**src/rtl/ex_muldiv_unit.sv**
```systemverilog
// ex_muldiv_unit: iterative 32x32 multiply / divide unit for the execute stage.
// Produces a 64-bit {Hi,Lo} result for MULT, MULTU, DIV, DIVU, MADD and MSUB,
// using one shift-add (multiply) or restoring (divide) step per clock.
// Configuration macro: MULDIV_DIV_EN builds the restoring divider; without it,
// DIV/DIVU are accepted and retire immediately, leaving Hi/Lo untouched.
module ex_muldiv_unit (
   input  logic        Clk,
   input  logic        Rst_n,
   input  logic        StartIn,
   input  logic [2:0]  OpIn,
   input  logic [31:0] AIn,
   input  logic [31:0] BIn,
   input  logic [63:0] HiLoIn,
   input  logic        FlushIn,
   output logic        StallOut,
   output logic        BusyOut,
   output logic        DoneOut,
   output logic [31:0] HiOut,
   output logic [31:0] LoOut
);

   typedef enum logic [1:0] {
      IDLE = 2'd0,
      RUN  = 2'd1,
      FIX  = 2'd2,
      DONE = 2'd3
   } stateT;

   localparam logic [2:0] opMult  = 3'd0;
   localparam logic [2:0] opMultu = 3'd1;
   localparam logic [2:0] opDiv   = 3'd2;
   localparam logic [2:0] opDivu  = 3'd3;
   localparam logic [2:0] opMadd  = 3'd4;
   localparam logic [2:0] opMsub  = 3'd5;

   stateT       state;
   stateT       nextState;
   stateT       acceptTarget;

   logic [4:0]  counter;
   logic [2:0]  opReg;
   logic [31:0] aMag;
   logic [31:0] bMag;
   logic        negRes;
   logic [63:0] hiLoAcc;
   logic [63:0] workReg;

   logic        opValid;
   logic        opSigned;
   logic        canAccept;
   logic        accept;
   logic        aNeg;
   logic        bNeg;

   logic [32:0] mulSum;
   logic [63:0] mulNext;
   logic [63:0] stepNext;
   logic [63:0] mulSigned;
   logic [63:0] fixResult;

`ifdef MULDIV_DIV_EN
   logic [31:0] aRaw;
   logic        negRem;
   logic        bZero;
   logic [32:0] divShift;
   logic [33:0] divTrial;
   logic [63:0] divNext;
   logic [31:0] quoFixed;
   logic [31:0] remFixed;
   logic        opRegIsDiv;
`else
   logic        opIsDiv;
`endif

   // Request decode: which opcodes are legal, signedness and operand signs.
   assign opValid   = (OpIn <= opMsub);
   assign opSigned  = (OpIn != opMultu) && (OpIn != opDivu);
   assign canAccept = (state == IDLE) || (state == DONE);
   assign accept    = canAccept & StartIn & opValid & ~FlushIn;
   assign aNeg      = opSigned & AIn[31];
   assign bNeg      = opSigned & BIn[31];

`ifdef MULDIV_DIV_EN
   assign acceptTarget = RUN;
   assign opRegIsDiv   = (opReg == opDiv) || (opReg == opDivu);
`else
   // Without a divider, divisions retire on the accepting edge.
   assign opIsDiv      = (OpIn == opDiv) || (OpIn == opDivu);
   assign acceptTarget = opIsDiv ? DONE : RUN;
`endif

   // State register; reset always returns to IDLE.
   always_ff @(posedge Clk) begin
      if (!Rst_n) begin
         state <= IDLE;
      end else begin
         state <= nextState;
      end
   end

   // Next-state logic and status outputs; flush aborts RUN/FIX back to IDLE.
   always_comb begin
      nextState = state;
      BusyOut   = 1'b0;
      DoneOut   = 1'b0;
      StallOut  = 1'b0;
      unique case (state)
         IDLE: begin
            nextState = accept ? acceptTarget : IDLE;
         end
         RUN: begin
            BusyOut = 1'b1;
            if (FlushIn) begin
               nextState = IDLE;
            end else if (counter == 5'd31) begin
               nextState = FIX;
            end
         end
         FIX: begin
            BusyOut   = 1'b1;
            nextState = FlushIn ? IDLE : DONE;
         end
         DONE: begin
            DoneOut   = 1'b1;
            nextState = accept ? acceptTarget : IDLE;
         end
         default: begin
            nextState = IDLE;
         end
      endcase
      StallOut = BusyOut | (StartIn & opValid & canAccept);
   end

   // One shift-add multiply step: conditionally add the multiplicand into the
   // upper half, then shift the 65-bit {carry, product} right by one.
   always_comb begin
      mulSum  = {1'b0, workReg[63:32]} + (workReg[0] ? {1'b0, aMag} : 33'd0);
      mulNext = {mulSum, workReg[31:1]};
   end

`ifdef MULDIV_DIV_EN
   // One restoring-division step: {remainder, quotient} share workReg; the
   // dividend bit shifted out of the quotient half enters the remainder.
   always_comb begin
      divShift = {workReg[63:32], workReg[31]};
      divTrial = {1'b0, divShift} - {2'b00, bMag};
      if (!divTrial[33]) begin
         divNext = {divTrial[31:0], workReg[30:0], 1'b1};
      end else begin
         divNext = {divShift[31:0], workReg[30:0], 1'b0};
      end
      stepNext = opRegIsDiv ? divNext : mulNext;
   end
`else
   // Only the multiplier iterates when the divider is not built.
   always_comb begin
      stepNext = mulNext;
   end
`endif

   // Final sign correction and accumulation applied on the FIX edge.
   always_comb begin
      mulSigned = negRes ? (64'd0 - workReg) : workReg;
`ifdef MULDIV_DIV_EN
      quoFixed  = negRes ? (32'd0 - workReg[31:0])  : workReg[31:0];
      remFixed  = negRem ? (32'd0 - workReg[63:32]) : workReg[63:32];
`endif
      case (opReg)
         opMadd:  fixResult = hiLoAcc + mulSigned;
         opMsub:  fixResult = hiLoAcc - mulSigned;
`ifdef MULDIV_DIV_EN
         opDiv, opDivu: begin
            if (bZero) begin
               fixResult = {aRaw, 32'hFFFF_FFFF};
            end else begin
               fixResult = {remFixed, quoFixed};
            end
         end
`endif
         default: fixResult = mulSigned;
      endcase
   end

   // Datapath registers: capture on accept, iterate in RUN, publish on FIX.
   always_ff @(posedge Clk) begin
      if (!Rst_n) begin
         counter <= 5'd0;
         opReg   <= 3'd0;
         aMag    <= 32'd0;
         bMag    <= 32'd0;
         negRes  <= 1'b0;
         hiLoAcc <= 64'd0;
         workReg <= 64'd0;
         HiOut   <= 32'd0;
         LoOut   <= 32'd0;
`ifdef MULDIV_DIV_EN
         aRaw    <= 32'd0;
         negRem  <= 1'b0;
         bZero   <= 1'b0;
`endif
      end else begin
         if (accept) begin
            counter <= 5'd0;
            opReg   <= OpIn;
            aMag    <= aNeg ? (32'd0 - AIn) : AIn;
            bMag    <= bNeg ? (32'd0 - BIn) : BIn;
            negRes  <= aNeg ^ bNeg;
            hiLoAcc <= HiLoIn;
`ifdef MULDIV_DIV_EN
            aRaw    <= AIn;
            negRem  <= aNeg;
            bZero   <= (BIn == 32'd0);
            if ((OpIn == opDiv) || (OpIn == opDivu)) begin
               workReg <= {32'd0, (aNeg ? (32'd0 - AIn) : AIn)};
            end else begin
               workReg <= {32'd0, (bNeg ? (32'd0 - BIn) : BIn)};
            end
`else
            workReg <= {32'd0, (bNeg ? (32'd0 - BIn) : BIn)};
`endif
         end else if ((state == RUN) && !FlushIn) begin
            workReg <= stepNext;
            counter <= counter + 5'd1;
         end else if ((state == FIX) && !FlushIn) begin
            HiOut <= fixResult[63:32];
            LoOut <= fixResult[31:0];
         end
      end
   end

endmodule

```
**config.mk**
```make
export PLATFORM = sky130hd
export DESIGN_NAME = ex_muldiv_unit
export DESIGN_NICKNAME = d
export VERILOG_FILES = /design/src/rtl/ex_muldiv_unit.sv
export SDC_FILE = /design/constraint.sdc
export NUM_CORES = 1
export LEC_CHECK = 0
export CAP_MARGIN = 20
export CORE_MARGIN = 2
export CORE_UTILIZATION = 46
export CTS_BUF_LIST = sky130_fd_sc_hd__clkbuf_8 sky130_fd_sc_hd__clkbuf_16
export CTS_CLUSTER_SIZE = 25
export DETAILED_ROUTE_END_ITERATION = 8
export DONT_BUFFER_PORTS = 1
export PLACE_DENSITY_LB_ADDON = 0.2
export SYNTH_ARGS = -nofsm -noshare
export SYNTH_HDL_FRONTEND = slang
export SYNTH_SLANG_ARGS = --single-unit
```
**constraint.sdc**
```tcl
create_clock -name Clk -period 12.3 [get_ports Clk]
set_input_delay 2.46 -clock Clk [delete_from_list [all_inputs] [get_ports Clk]]
set_output_delay 2.46 -clock Clk [all_outputs]
set_load 0.01 [all_outputs]
```
==> results.md <==
- The worst path in the final design needs a cycle of 7.353 ns, including I/O delays and setup.
- The repair_antennas step left the layout with diodes totalling 0.
- On the final layout, the worst clock skew is 0.01803 ns.
- After synthesis, the largest area contributor takes up 24.62% of total cell area.
- The fraction of layout cells with a size suffix above 1 is between 4 and 5%.
- The floorplan step set the die width to 207.8 um.
- After detailed routing, the average wire length per cell comes to 19.97 um.
- The post-layout utilization of the core is about half.
- OpenSTA, run right after detailed placement, puts the worst setup slack at 5.053 ns.
- The wire-length estimate of the detail-placed layout is 46.56 mm.
- The portion of the clock cycle consumed by the worst path in the final layout is 59.78%.
- TritonCTS built the clock tree.
- The floorplan has 74 rows.
- The number of clock sinks seen by CTS is 235.
- The maximum root-to-sink buffer count is 3.
- The number of global-route vias before repair is 17520.
- Gates resized during post-CTS repair numbered 0.
- Synthesis handed over a netlist of about 2600 instances.
- The worst hold path class is flip-flop to flip-flop.
- The cell type with the highest aggregate area in the netlist is sky130_fd_sc_hd__dfxtp_1.
- The number of failing hold endpoints at the final stage was 0.
- The vertical die dimension is between 200 and 250 um.
- The tree is rooted in a sky130_fd_sc_hd__clkbuf_16.
- The area of the mapped netlist is 19110 um2.
- The max-slew violation count was 0.
- Buffers placed on the I/O ports in this run total 0.
- The first global-routing pass estimated 97.05 mm of wire.
- The power density over the cells is ~120 nW/um2.
- The number of detailed-routing iterations run before antenna repair is 6.
- The async set or reset register ratio after synthesis is 0%.
- The number of levels in the clock H-tree is 1.
- The worst slew margin relative to its limit is 31.54%.
- The number of remaining DRC errors is 0.
- In this run the remaining antenna-violating nets after routing total 0.
- By area the synthesized netlist is led by sky130_fd_sc_hd__dfxtp_1, sky130_fd_sc_hd__nand2_1, sky130_fd_sc_hd__a21oi_1, sky130_fd_sc_hd__ha_1, sky130_fd_sc_hd__xnor2_1.
- The final-report setup violation count is 0.
- The run finished with clean final reports.
- Setup repair after global routing left no endpoint under its margin.
- Summed over all layers, the global routing overflow is 0.
- The maximum vdd drop is 0.00008773 V.
- The final layout contains 2737 nets.
- Clock-pin slew was measured on the worst setup and hold paths at 0.06 ns.
- In the final layout, flip-flops and latches occupy between 4000 and 5000 um2.
- The nature of the critical path endpoint is a flip-flop.
- The achievable frequency is 136.0 MHz.
- The die area is 43200 um2.
- Global routing used 27.28% of the available tracks.
- The commonest register cell after synthesis is sky130_fd_sc_hd__dfxtp_1.
- Leaving out fill and tap cells, the most frequent cell in the layout is sky130_fd_sc_hd__nand2_1.
- At the worst endpoint, the required time is 12.77 ns.
- The worst setup path is launched from a flip-flop.
- The area of the multi-input gates is 13590 um2.
- The category of the most critical setup path is flip-flop to flip-flop.
- At the pin with the least slew margin, the transition time is 1.023 ns.
- The initial utilization of the core area, before any placement, comes to 46.70%.
- The placer congestion estimate is 0.9396.
- Entering global routing, the biggest net connects 92 pins.
- The peak fanout along the critical path is 17.
- The cell area after layout is between 20000 and 25000 um2.
- The tool flagged a number of max-cap violations equal to 0.
- The number of nets handed over by synthesis was 2866.
- The data arrival time of the critical path is 7.83 ns.
- The final layout contains routed wiring with a total length of 60.89 mm.
- The number of CTS-inserted buffers is 28.
- The post-route setup TNS is 0 ns.
- The final route contains 18640 vias.
- The library cells used most frequently in the layout, excluding fill and tap cells, are sky130_fd_sc_hd__nand2_1, sky130_fd_sc_hd__a21oi_1, sky130_fd_sc_hd__nor2_1.
- Synthesis inferred 235 register bits.
- Relative to the synthesized area, the layout overhead comes to 6.161%.
- Summing internal, switching and leakage power gives 2.353 mW.
- After detailed placement, the total cell area comes to 19250 um2.
- The floorplan step defined a core boundary enclosing just over 40000 um2.
- The number of synthesized flops with an enable pin is 0.
- The via count normalized by instance count is slightly above 6.
- The starting DRC count in detailed routing is between 1500 and 2000.
- The clock latency reported for the late side of the worst-skew pair is 0.58 ns.
- The warning count from the yosys run is 0.
- In this run the post-CTS setup repair buffer count came out at 0.
- The leakage power of the design is between 8 and 9 nW.
- Counting the fill cells in the layout gives 4168.
- The number of antenna violations at the first check in global routing is 0.
- The number of ports placed on the die boundary is 202.
- The mean post-synth cell area is approximately 7.3 um2.
- Of the synthesized area, sequential elements account for approximately 25%.
- Buffers inserted to repair hold after CTS numbered 0.
- Yosys mapped the design onto 80 distinct sky130hd cell types.
- Once routing completed, OpenROAD measured the worst setup slack at 4.947 ns.
==> synth_stat cells, drive strengths merged, types with 47 or more instances <==
| cell type | instances |
|---|---|
| xor2 | 122 |
| a21oi | 264 |
| nand3 | 52 |
| nor2 | 249 |
| o21ai | 138 |
| and2 | 47 |
| nand2 | 382 |
| a211oi | 71 |
| xnor2 | 134 |
| nor3 | 81 |
| a21o | 70 |
| dfxtp | 235 |
| clkbuf | 158 |
| ha | 105 |
==> critical path: stages, from the launching register on <==
cell	delay, ns
sky130_fd_sc_hd__dfxtp_1	0.36
sky130_fd_sc_hd__inv_1	0.14
sky130_fd_sc_hd__ha_1	0.24
sky130_fd_sc_hd__or4b_4	0.54
sky130_fd_sc_hd__nor4_4	0.87
sky130_fd_sc_hd__nand3_2	0.49
sky130_fd_sc_hd__o31a_1	0.40
sky130_fd_sc_hd__or4_1	0.39
sky130_fd_sc_hd__o21ai_0	0.15
sky130_fd_sc_hd__nand4_2	0.27
sky130_fd_sc_hd__o41ai_1	0.46
sky130_fd_sc_hd__xnor2_1	0.13
sky130_fd_sc_hd__ha_1	0.39
sky130_fd_sc_hd__a21oi_1	0.23
sky130_fd_sc_hd__o21ai_0	0.18
sky130_fd_sc_hd__a221o_1	0.36
sky130_fd_sc_hd__a21o_1	0.18
sky130_fd_sc_hd__a21oi_1	0.19
sky130_fd_sc_hd__nor2_1	0.08
sky130_fd_sc_hd__a21oi_1	0.21
sky130_fd_sc_hd__o31a_1	0.28
sky130_fd_sc_hd__o31a_1	0.22
sky130_fd_sc_hd__nor3b_1	0.07
sky130_fd_sc_hd__o21bai_1	0.16
sky130_fd_sc_hd__a211oi_1	0.25
==> final cells by class <==
type | count | area share [%]
multi-input cells | 2171 | 66.99
clock buffers | 32 | 3.780
flip-flops and latches | 235 | 23.19
inverters | 42 | 0.7893
well taps | 532 | 3.281
clock inverters | 20 | 1.338
repair buffers | 17 | 0.6290
==> where the power goes <==
group	total (mW)	switching, mW	internal, mW
sequential	0.829	0.0380	0.791
clock	0.931	0.357	0.574
combinational	0.592	0.382	0.210
total	2.35	0.777	1.58
==> kinds of logic (layout without fill, tap and decap cells) <==
| group | after synthesis | after routing | share of synthesized area [%] |
|---|---|---|---|
| AO/OA/AOI/OAI | 773 | 773 | 26.04 |
| multiplexers | 8 | 8 | 0.4386 |
| adder cells (fa/ha/maj) | 107 | 107 | 7.083 |
| AND/OR/NAND/NOR | 1027 | 1027 | 25.60 |
| buffers and inverters | 218 | 111 | 4.445 |
| XOR/XNOR | 256 | 256 | 11.77 |
| flip-flops | 235 | 235 | 24.62 |
==> path summary, 6_finish.rpt <==
kind	from	to	slack, ns	depth (start not counted)
max	workReg[1]	HiOut[28]	4.95	24
min	aMag[0]	aMag[0]	0.45	2
max reg2reg	workReg[1]	HiOut[28]	4.95	24
min reg2reg	aMag[0]	aMag[0]	0.45	2
==> stage by stage <==
step,instances,hold slack [ns]
finish,3049,0.4514
global route,3049,0.4756
CTS,3049,0.4537
detailed placement,2997,0.4458
global placement,2997,0.4424
floorplan,2624,0.4317
==> layer usage <==
| metal | part of all wire (%) | routed length (um) | vias up | global-route usage, % |
|---|---|---|---|---|
| li1 | - | - | 9187 | - |
| met1 | 48 | 29450 | 8768 | 39.90 |
| met2 | 42 | 25430 | 602 | 41.01 |
| met3 | 7.6 | 4623 | 78 | 4.781 |
| met4 | 2.3 | 1384 | 0 | 7.312 |
| met5 | 0 | 0 | - | 0 |
==> registers in the layout, summed over array words and instances, names as in the netlist <==
| register | flops |
|---|---|
| state | 2 |
| opReg | 3 |
| workReg | 64 |
| hiLoAcc | 64 |
| aMag | 32 |
| LoOut | 32 |
| HiOut | 32 |
| counter | 5 |
| negRes | 1 |
Note: power is estimated with default switching activity, not from simulation.
